File: src/rtl/seg7_capture.sv
// seg7_capture: reconstructs the hex value shown on a time-multiplexed,
// active-low 7-segment display bus and flags illegal segment patterns.
//
// Optional feature macro: SEG7_CAPTURE_BLANK_EN (all-segments-off is a
// legal blank instead of an illegal glyph).
//
// Ports:
//   clk          rising-edge clock
//   rst          synchronous reset, active-high
//   an           digit select, active-low, one bit low selects a digit
//   seg          segments, active-low, bit6=a .. bit0=g
//   clr          synchronous clear of captured state (same effect as rst)
//   value        captured nibbles, digit i at [4i+3:4i]
//   digit_valid  bit i set when nibble i holds a legal glyph
//   frame_done   one-cycle pulse when every digit has been captured
//   bad_pattern  one-cycle pulse when an accepted pattern is not a glyph
//   bad_digit    digit index of the last bad_pattern, held between pulses
module seg7_capture #(
  parameter int unsigned DIGITS        = 8,
  parameter int unsigned STABLE_CYCLES = 4
) (
  input  logic                  clk,
  input  logic                  rst,
  input  logic [DIGITS-1:0]     an,
  input  logic [6:0]            seg,
  input  logic                  clr,
  output logic [4*DIGITS-1:0]   value,
  output logic [DIGITS-1:0]     digit_valid,
  output logic                  frame_done,
  output logic                  bad_pattern,
  output logic [2:0]            bad_digit
);

  localparam int unsigned CW = 8;
  localparam logic [CW-1:0] CNT_MAX  = CW'(STABLE_CYCLES);
  localparam logic [CW-1:0] CNT_LAST = CW'(STABLE_CYCLES - 1);

  logic [DIGITS-1:0] an_q;
  logic [6:0]        seg_q;
  logic [CW-1:0]     cnt;
  logic [DIGITS-1:0] seen;

  logic              same_c;
  logic [3:0]        nlow_c;
  logic [2:0]        idx_c;
  logic              accept_c;
  logic [4:0]        dec_c;
  logic              blank_c;
  logic [DIGITS-1:0] sel_c;
  logic [DIGITS-1:0] seen_upd_c;
  logic              full_c;

  // Glyph lookup: {legal, nibble}
  function automatic logic [4:0] decode(input logic [6:0] s);
    case (s)
      7'b0000001: decode = 5'h10;
      7'b1001111: decode = 5'h11;
      7'b0010010: decode = 5'h12;
      7'b0000110: decode = 5'h13;
      7'b1001100: decode = 5'h14;
      7'b0100100: decode = 5'h15;
      7'b0100000: decode = 5'h16;
      7'b0001111: decode = 5'h17;
      7'b0000000: decode = 5'h18;
      7'b0000100: decode = 5'h19;
      7'b0001000: decode = 5'h1A;
      7'b1100000: decode = 5'h1B;
      7'b0110001: decode = 5'h1C;
      7'b1000010: decode = 5'h1D;
      7'b0110000: decode = 5'h1E;
      7'b0111000: decode = 5'h1F;
      default:    decode = 5'h00;
    endcase
  endfunction

  // Accept decision; the incoming pair equals the registered pair whenever
  // an accept is possible, so the registered copy is decoded.
  always_comb begin
    same_c = (an == an_q) && (seg == seg_q);
    nlow_c = 4'd0;
    idx_c  = 3'd0;
    for (int i = 0; i < int'(DIGITS); i++) begin
      if (!an_q[i]) begin
        nlow_c = nlow_c + 4'd1;
        idx_c  = 3'(i);
      end
    end
    // cnt == STABLE_CYCLES-1 with a matching sample means it reaches
    // STABLE_CYCLES on this edge, which happens once per stable episode
    accept_c   = same_c && (cnt == CNT_LAST) && (nlow_c == 4'd1);
    dec_c      = decode(seg_q);
`ifdef SEG7_CAPTURE_BLANK_EN
    blank_c    = (seg_q == 7'h7F);
`else
    blank_c    = 1'b0;
`endif
    sel_c      = DIGITS'(1) << idx_c;
    seen_upd_c = seen | (accept_c ? sel_c : '0);
    full_c     = accept_c && (&seen_upd_c);
  end

  // Input stage, stability counter and captured state
  always_ff @(posedge clk) begin
    if (rst || clr) begin
      an_q        <= '1;
      seg_q       <= '1;
      cnt         <= '0;
      seen        <= '0;
      value       <= '0;
      digit_valid <= '0;
      frame_done  <= 1'b0;
      bad_pattern <= 1'b0;
      bad_digit   <= 3'd0;
    end else begin
      an_q        <= an;
      seg_q       <= seg;
      frame_done  <= 1'b0;
      bad_pattern <= 1'b0;
      if (!same_c) begin
        cnt <= CW'(1);
      end else if (cnt < CNT_MAX) begin
        cnt <= cnt + CW'(1);
      end
      if (accept_c) begin
        seen       <= full_c ? '0 : seen_upd_c;
        frame_done <= full_c;
        if (dec_c[4]) begin
          value[4*idx_c +: 4] <= dec_c[3:0];
          digit_valid[idx_c]  <= 1'b1;
        end else begin
          digit_valid[idx_c] <= 1'b0;
          if (!blank_c) begin
            bad_pattern <= 1'b1;
            bad_digit   <= idx_c;
          end
        end
      end
    end
  end

endmodule

File: config.mk
export PLATFORM = sky130hd
export DESIGN_NAME = seg7_capture
export DESIGN_NICKNAME = d
export VERILOG_FILES = /design/src/rtl/seg7_capture.sv
export SDC_FILE = /design/constraint.sdc
export NUM_CORES = 1
export LEC_CHECK = 0
export ABC_AREA = 1
export BUFFER_PORTS_ARGS = -buffer_cell sky130_fd_sc_hd__buf_2
export CAP_MARGIN = 5
export CORE_MARGIN = 5
export CORE_UTILIZATION = 50
export DETAILED_ROUTE_END_ITERATION = 8
export PLACE_DENSITY = 0.71
export SLEW_MARGIN = 20
export SYNTH_ARGS = -nofsm -noshare
export SYNTH_HDL_FRONTEND = slang
export SYNTH_SLANG_ARGS = --single-unit
File: constraint.sdc
create_clock -name clk -period 5.79 [get_ports clk]
set_input_delay 0.2895 -clock clk [delete_from_list [all_inputs] [get_ports clk]]
set_output_delay 0.2895 -clock clk [all_outputs]
set_load 0.02 [all_outputs]
==> impl.org, run 1 <==
** CTS
- For this design, the sink count on the clock tree is 76.
- CTS tree :: yes
- After clock tree synthesis, the repair step resized 0 gates.
- The H-tree generated during clock tree synthesis spans 3 levels.
- Once the clock tree was built, the setup fixing pass inserted 0 buffers.
- Number of buffers created by CTS :: 9
- Clock tree buffer depth :: 2
- Hold bufs inserted after CTS :: 0
- Clk root buf :: sky130_fd_sc_hd__clkbuf_8
- Clock latency on the worst-skew pair, taken at its later pin, is about 0.35 ns.
- Clock Pin Slew Worst Setup and Hold Paths :: approximately 0.080 ns

** Logic synthesis
- Number of enable-type register cells in the synthesized netlist :: 0
- In the post-synthesis netlist, the biggest area contributors are sky130_fd_sc_hd__dfxtp_1, sky130_fd_sc_hd__nand2_1, sky130_fd_sc_hd__nor2_1.
- Netlist Area Pre-Place :: between 4000 and 5000 sq um
- Number of nets in the synthesized netlist :: 674
- Synth top area share :: between 30% and 40%
- For this run, asynchronously set or reset flops after synthesis account for 0%.
- For this run, the number of Yosys warnings is 0.
- Number of flip-flops and latches in the synthesized netlist :: 76
- Dominant register cell in the synthesized netlist :: sky130_fd_sc_hd__dfxtp_1
- In the synthesized netlist, the number of instances is approximately 640.
- The synthesized netlist contains between 40 and 50 unique library cells.
- Sequential fraction of the synthesis area :: 34.36%
- Mean post-synth cell area :: around 7 sq um
- sky130_fd_sc_hd__dfxtp_1 takes more of the synthesized area than any other cell.

** Layout
- From synthesis to final layout, the design area changed by 12.88%.
- Net count of the finished layout :: about 740
- Most frequent cells in the layout :: sky130_fd_sc_hd__nand2_1, sky130_fd_sc_hd__nor2_1, sky130_fd_sc_hd__inv_1
- 0 antenna diodes ended up in the layout.
- Fraction of final layout cells with drive strength greater than 1 :: 20.54%
- Final instance count without filler cells :: 814
- Number of fill cells :: 858
- Most frequent standard cell in the layout excluding fill and tap cells :: sky130_fd_sc_hd__nand2_1
- With fillers left out, the area of the finished cells amounts to approximately 5000 sq um.
- Area taken by multi-input logic gates :: roughly 2500 sq um
- Registers take 1521 sq um.

** Critical path
- Arrival time at the worst endpoint :: 5.07 ns
- Number of gates on the worst path with buffers counted :: 30
- Crit path required time :: around 6 ns
- In this run the worst path has a maximum fanout of 11.
- Slowest cell on the critical path :: sky130_fd_sc_hd__dfxtp_1
- Setup Crit Path Kind :: flop to flop
- Crit end category :: flop
- Maximum single-stage delay on the critical path :: about 0.4 ns
- In this design, the largest share of critical-path delay is due to simple AND/OR/NAND/NOR gates.
- Counting cells, the worst reg-to-reg path comes to 30.
- Cell type with the highest occurrence count on the critical path :: sky130_fd_sc_hd__nand2_1
- Critical path buffers and inverters :: 4
- STA classifies the critical path startpoint as a flop.

** Power and ir drop
- Across the VDD grid, the largest voltage drop is about 0.14 mV.
- For this design the ratio of total power to cell area is about 210 nW/um^2.
- Standby leakage power :: ~2.5 nW

** Placed design
- Number of port buffers :: 62
- After detailed placement, the design holds a cell count of 800.
- The placed instances occupy a cell area of approximately 4800 sq um.
- The congestion estimate from routability-driven global placement came to around 0.93.
- HPWL Detailed :: between 7 and 8 mm

** Route
- Routed length per placed instance :: approximately 12 microns
- Iteration-0 DRC Markers :: 155
- The pre-antenna-repair detailed-routing pass consisted of 4 iterations.
- Dividing the detail-routed via count by the number of cells gives 4.948.
- The routed layout has slightly above 4000 vias.
- The detail route stage leaves a number of antenna-violating nets equal to 0.
- In the routed design, unresolved DRC markers number 0.
- Total Routed Length :: ~10 mm

** Floorplanning
- From bottom edge to top edge, the die measures 104.1 microns.
- The die is 104.1 microns wide.
- IO Pins :: 63
- Starting Density :: between 50% and 60%
- Cell row count :: 34
- Total die area :: 10840 sq um
- The region available for standard cell placement spans 8678 sq um.

** Timing
- Max Freq :: 0.2056 GHz
- The tightest hold path in the finished design has a slack of 0.1487 ns.
- Number of pins with negative max-slew slack in the final report :: 0
- RSZ-0062 raised after global routing :: no
- Setup violators final :: 0
- Hold violation total from the final report :: 0
- Worst relative slew slack :: a little under half
- In the final timing run, aggregate negative setup slack is 0 ns.
- Transition time at the pin with the least slew margin :: 0.8176 ns
- The final critical path takes up a little over four fifths of the cycle.
- Clock skew after layout :: 0.007184 ns
- Crit path time final :: roughly 4.9 ns

** Flow run
- The tool flagged a number of max-cap violations equal to 0.

** Status
- Result of the run :: complete, no violations

** Global route
- The first global-routing pass estimated between 15 and 20 mm of wire.
- Vias in the first global route :: roughly 3900
- Entering global routing, the biggest net connects 44 pins.
- Antenna violations before repair :: 0
- Total global-route track usage :: between 10% and 20%
- Overflow after GRT :: 0

** Worst hold path
- Counting instances, the worst hold path has a depth of 2.
- Worst min-delay path class :: primary input to flop
## synthesized netlist by cell type, types with 2 or more instances
| master | instances |
|---|---|
| sky130_fd_sc_hd__nand2_1 | 132 |
| sky130_fd_sc_hd__nor2_1 | 105 |
| sky130_fd_sc_hd__inv_1 | 94 |
| sky130_fd_sc_hd__dfxtp_1 | 76 |
| sky130_fd_sc_hd__nand3_1 | 36 |
| sky130_fd_sc_hd__a21oi_1 | 27 |
| sky130_fd_sc_hd__or2_2 | 20 |
| sky130_fd_sc_hd__o21ai_0 | 18 |
| sky130_fd_sc_hd__xnor2_1 | 16 |
| sky130_fd_sc_hd__ha_1 | 14 |
| sky130_fd_sc_hd__nor3_1 | 11 |
| sky130_fd_sc_hd__nand4_1 | 10 |
| sky130_fd_sc_hd__nand2_2 | 8 |
| sky130_fd_sc_hd__inv_2 | 7 |
| sky130_fd_sc_hd__nand2_4 | 7 |
| sky130_fd_sc_hd__buf_2 | 6 |
| sky130_fd_sc_hd__clkbuf_1 | 6 |
| sky130_fd_sc_hd__nand3_2 | 6 |
| sky130_fd_sc_hd__o21ai_1 | 6 |
| sky130_fd_sc_hd__nor2_4 | 4 |
| sky130_fd_sc_hd__nand3_4 | 3 |
| sky130_fd_sc_hd__o211ai_1 | 3 |
| sky130_fd_sc_hd__a211oi_1 | 2 |
| sky130_fd_sc_hd__nand4_4 | 2 |
| sky130_fd_sc_hd__nor2_2 | 2 |
| sky130_fd_sc_hd__nor2_8 | 2 |
| sky130_fd_sc_hd__nor4_1 | 2 |
| sky130_fd_sc_hd__o31ai_1 | 2 |
## layer usage
metal  wire length (microns)  GRT usage, %
met2                    4712         31.24
met4                     119         5.643
met3                     484         4.097
met5                       0             0
met1                    4651         24.04
## where the power goes
group	total (mW)	internal (mW)	switching [mW]
registers	0.535	0.527	0.00842
clock network	0.387	0.193	0.194
logic	0.153	0.0509	0.102
total	1.07	0.770	0.304
## per-stage QoR
stage	power, mW	utilization [%]	worst slack (ns)
2_1_floorplan	0.6661	-	1.396
3_3_place_gp	0.6953	55.54	1.110
3_5_place_dp	0.6991	55.54	0.9411
4_1_cts	1.083	57.60	0.9162
5_1_grt	1.132	57.60	0.4188
6_report	1.074	57.60	0.9263
## kinds of logic after synthesis
kind of cell    Yosys count  share of synthesized area (%)
flops                    76                          34.36
buf+inv                 115                          10.09
fa+ha+maj                14                          3.956
xor+xnor                 17                          3.362
simple gates            355                          39.73
compound gates           65                          8.505
## worst paths after layout
check	slack (ns)	startpoint	end
worst max-delay path	0.93	an_q[1]$_SDFF_PP1_	value[22]$_SDFFE_PP0P_
worst min-delay path	0.15	seg[4]	seg_q[4]$_SDFF_PP1_
worst max register to register	0.93	an_q[1]$_SDFF_PP1_	value[22]$_SDFFE_PP0P_
worst min register to register	0.44	cnt[3]$_SDFFE_PP0P_	cnt[3]$_SDFFE_PP0P_
## layout make-up
class                           count  share of cell area [%]
Multi-Input combinational cell    451                   49.26
Tap cell                          108                   2.703
Timing Repair Buffer               63                   6.358
Inverter                          102                   7.660
Clock buffer                        9                   2.478
Clock inverter                      5                   1.101
Sequential cell                    76                   30.44
No activity file was read; power rests on OpenSTA's default activity.
==> run 2: changes to the inputs <==
==> constraint.sdc (replaced) <==
create_clock -name clk -period 4.51 [get_ports clk]
set_input_delay 0.2255 -clock clk [delete_from_list [all_inputs] [get_ports clk]]
set_output_delay 0.2255 -clock clk [all_outputs]
set_load 0.02 [all_outputs]
==> impl.org, run 2 (synthesis gave the netlist of run 1 again) <==
** Status
- Result of the run: complete, no violations (unchanged).

** Timing
- Transition time at the pin with the least slew margin :: 0.8173 ns (was 0.8176 ns)
- The post-route clock skew came to 0.01257 ns (was 0.007184 ns).
- Worst relative slew slack :: 45.45% (was 45.43%)
- Share of the clock period used by the worst path after layout :: 93.72% (was 84.00%)
- Setup violators final :: 0 (unchanged)
- The number of hold violations in the final report is 0 (unchanged).
- Crit path time final :: 4.227 ns (was 4.864 ns)
- The number of max-slew violations in the final report is 0 (unchanged).
- Worst hold margin :: 0.07463 ns (was 0.1487 ns)
- The post-layout worst setup margin was 0.2834 ns (was 0.9263 ns).
- Max Freq :: 0.2366 GHz (was 0.2056 GHz)

** Route
- Remaining antenna violation count :: 0 (unchanged)
- The final routed wirelength across all metal layers was 10.45 mm (was 9.968 mm).
- Via/cell ratio :: 5.074 (was 4.948)
- The detailed-route via count was 4227 (was 4028).
- Iteration-0 DRC Markers :: 190 (was 155)
- Routed length per placed instance :: 12.54 microns (was 12.25 microns)
- Drt drc :: 0 (unchanged)
- The detailed-routing iteration count for the pre-antenna-repair pass came to 4 (unchanged).

** CTS
- The root buffer selected by CTS is sky130_fd_sc_hd__clkbuf_8 (unchanged).
- The level count of the clock H-tree was 3 (unchanged).
- Worst-Skew Late Latency :: 0.36 ns (was 0.35 ns)
- The CTS sink count came to 76 (unchanged).
- CTS tree :: yes (unchanged)
- Number of buffers created by CTS :: 9 (unchanged)
- The number of buffers between clock root and the deepest sink came to 2 (unchanged).
- The clock slew seen by the registers of the worst setup and hold paths is 0.08 ns (about the same).

** Global route
- The global-route wire length before repair came to 18.19 mm (was 17.31 mm).
- Vias in the first global route :: 4211 (was 3876)
- The global-route usage over all layers came to 19.75% (was 18.69%).
- The overall overflow remaining after global route is 0 (unchanged).
- The number of antenna violations at the first check in global routing is 0 (unchanged).
- Largest net degree at the start of global routing :: 44 (unchanged)

** Critical path
- Arrival time at the worst endpoint :: 4.52 ns (was 5.07 ns)
- Setup Crit Path Kind :: flop to flop (unchanged)
- Launch point of the worst reg-to-reg path :: an_q[0]$_SDFF_PP1_ (was an_q[1]$_SDFF_PP1_)
- Critical path buffers and inverters :: 5 (was 4)
- The critical path endpoint category is a flop (unchanged).
- The largest incremental delay on the critical path came to 0.33 ns (was 0.39 ns).
- Minimum setup slack among reg-to-reg paths :: 0.28 ns (was 0.93 ns)
- Crit path required time :: 4.80 ns (was 6.00 ns)
- The kind of launch point of the worst setup path was a flop (unchanged).
- The critical path's top delay family is simple AND/OR/NAND/NOR gates (unchanged).
- The slowest cell on the critical path is sky130_fd_sc_hd__dfxtp_2 (was sky130_fd_sc_hd__dfxtp_1).
- Critical-path maximum fanout :: 7 (was 11)
- The number of cells on the worst reg-to-reg path came to 30 (unchanged).
- Endpoint of the worst register-to-register path :: value[31]$_SDFFE_PP0P_ (was value[22]$_SDFFE_PP0P_)

** Worst hold path
- The number of cells on the worst hold path is 2 (unchanged).
- The startpoint of the most critical hold path is an[2] (was seg[4]).
- The type of the worst min-delay path is primary input to flop (unchanged).
- The worst hold path endpoint is an_q[2]$_SDFF_PP1_ (was seg_q[4]$_SDFF_PP1_).

** Flow run
- The max-capacitance violation count is 0 (unchanged).

** Layout
- The count of fill cells added during filler insertion is 855 (was 858).
- The proportion of layout cells with a drive suffix above 1 is 25.66% (was 20.54%).
- The antenna diode count came to 0 (unchanged).
- The layout-stage area growth over the synthesis result was 20.37% (was 12.88%).
- Most frequent cells in the layout :: sky130_fd_sc_hd__nand2_1, sky130_fd_sc_hd__nor2_1, sky130_fd_sc_hd__inv_1 (unchanged)
- Most frequent standard cell in the layout excluding fill and tap cells :: sky130_fd_sc_hd__nand2_1 (unchanged)
- Post-route cell area :: 5330 sq um (was 4999 sq um)
- The number of nets in the finished design is 752 (was 735).

** Placed design
- The HPWL after detailed placement was 7.928 mm (was 7.638 mm).
- The cell area after placement is 4910 sq um (was 4820 sq um).
- Final weighted congestion in routability-driven placement :: 0.9185 (was 0.9306)
- The quantity of I/O buffers inserted on ports is 62 (unchanged).
- The pre-CTS worst setup slack came to -0.1171 ns (was 0.9411 ns).

** Power and ir drop
- Standby leakage power :: 2.658 nW (was 2.531 nW)
- Worst ir drop on vdd :: 0.1716 mV (was 0.1370 mV)
- The power density normalized to cell area came to 288.2 nW/um^2 (was 214.9 nW/um^2).

** Floorplanning
- The total number of placement rows is 34 (unchanged).
- Core region area :: 8678 sq um (unchanged)
- Total die area :: 10840 sq um (unchanged)
- The number of I/O pins came to 63 (unchanged).
- Starting Density :: 51.02% (unchanged)
- Overall die width :: 104.1 microns (unchanged)
- Die height :: 104.1 microns (unchanged)
-- run 2: changes by cell type in the layout (fill, tap and decap cells not counted), moves of 4 or more --
cell	previous run	this run
sky130_fd_sc_hd__nand3_1	36	32
sky130_fd_sc_hd__ha_4	0	4
sky130_fd_sc_hd__nand2_1	132	124
sky130_fd_sc_hd__ha_1	14	10
sky130_fd_sc_hd__nand2_2	8	15
sky130_fd_sc_hd__buf_4	1	15
-- run 2: worst max-delay path by stage --
stage                             from  cells past startpoint  slack, ns                     end
finish              an_q[0]$_SDFF_PP1_                     30       0.28  value[31]$_SDFFE_PP0P_
global route        an_q[0]$_SDFF_PP1_                     30      -0.02  value[28]$_SDFFE_PP0P_
CTS                 an_q[0]$_SDFF_PP1_                     32       0.01    seen[7]$_SDFFE_PP0P_
detailed placement  an_q[0]$_SDFF_PP1_                     30      -0.12  value[31]$_SDFFE_PP0P_
global placement    an_q[0]$_SDFF_PP1_                     28      0.002   value[6]$_SDFFE_PP0P_
floorplan           an_q[1]$_SDFF_PP1_                     28       0.12  value[16]$_SDFFE_PP0P_
-- run 2: what timing repair did --
action | 4_1_cts | 5_1_grt
gates cloned | 0 | 0
setup buffers | 3 | 2
setup endpoints to repair | 45 | 52
hold buffers | 0 | 0
pin swaps | 3 | 7
gates resized for setup | 3 | 25
-- run 2: area by class of cell --
type | count | area, sq um | share of cell area [%]
Clock inverter | 6 | 112.6 | 2.113
Tap cell | 108 | 135.1 | 2.535
Clock buffer | 10 | 127.6 | 2.394
Multi-Input combinational cell | 451 | 2582 | 48.45
Timing Repair Buffer | 80 | 465.4 | 8.732
Sequential cell | 76 | 1524 | 28.59
Inverter | 102 | 382.9 | 7.183
-- run 2: metrics by stage --
step / cells / utilization, % / TNS, ns / power, mW
floorplan: 642 / - / 0 / 0.8551
global placement: 812 / 56.57 / 0 / 0.8995
detailed placement: 812 / 56.57 / -2.642 / 0.9044
CTS: 831 / 59.92 / 0 / 1.533
global route: 833 / 61.42 / -0.03550 / 1.602
finish: 833 / 61.42 / 0 / 1.536
-- run 2: layer usage --
layer	wire length, microns	up-vias	track usage (%)
li1	-	2174	-
met1	4831	1939	24.54
met3	465	18	4.593
met2	4928	96	32.70
met5	0	-	0
met4	222	0	8.326
-- run 2: worst register-to-register path: cells and delay by family, from the launching register on --
| kind | cells | cell delay, ns |
|---|---|---|
| AOI/OAI and AO/OA | 1 | 0.05 |
| adders and majority gates | 6 | 1.48 |
| DFF | 1 | 0.33 |
| buffers and inverters | 5 | 0.38 |
| and+or+nand+nor | 18 | 1.94 |
-- run 2: power by group --
part	leakage [nW]	total (mW)	switching (mW)	internal (mW)
Clock	0.120	0.628	0.259	0.369
Sequential	0.614	0.686	0.0100	0.676
Combinational	1.92	0.222	0.144	0.0781
Total	2.66	1.54	0.413	1.12
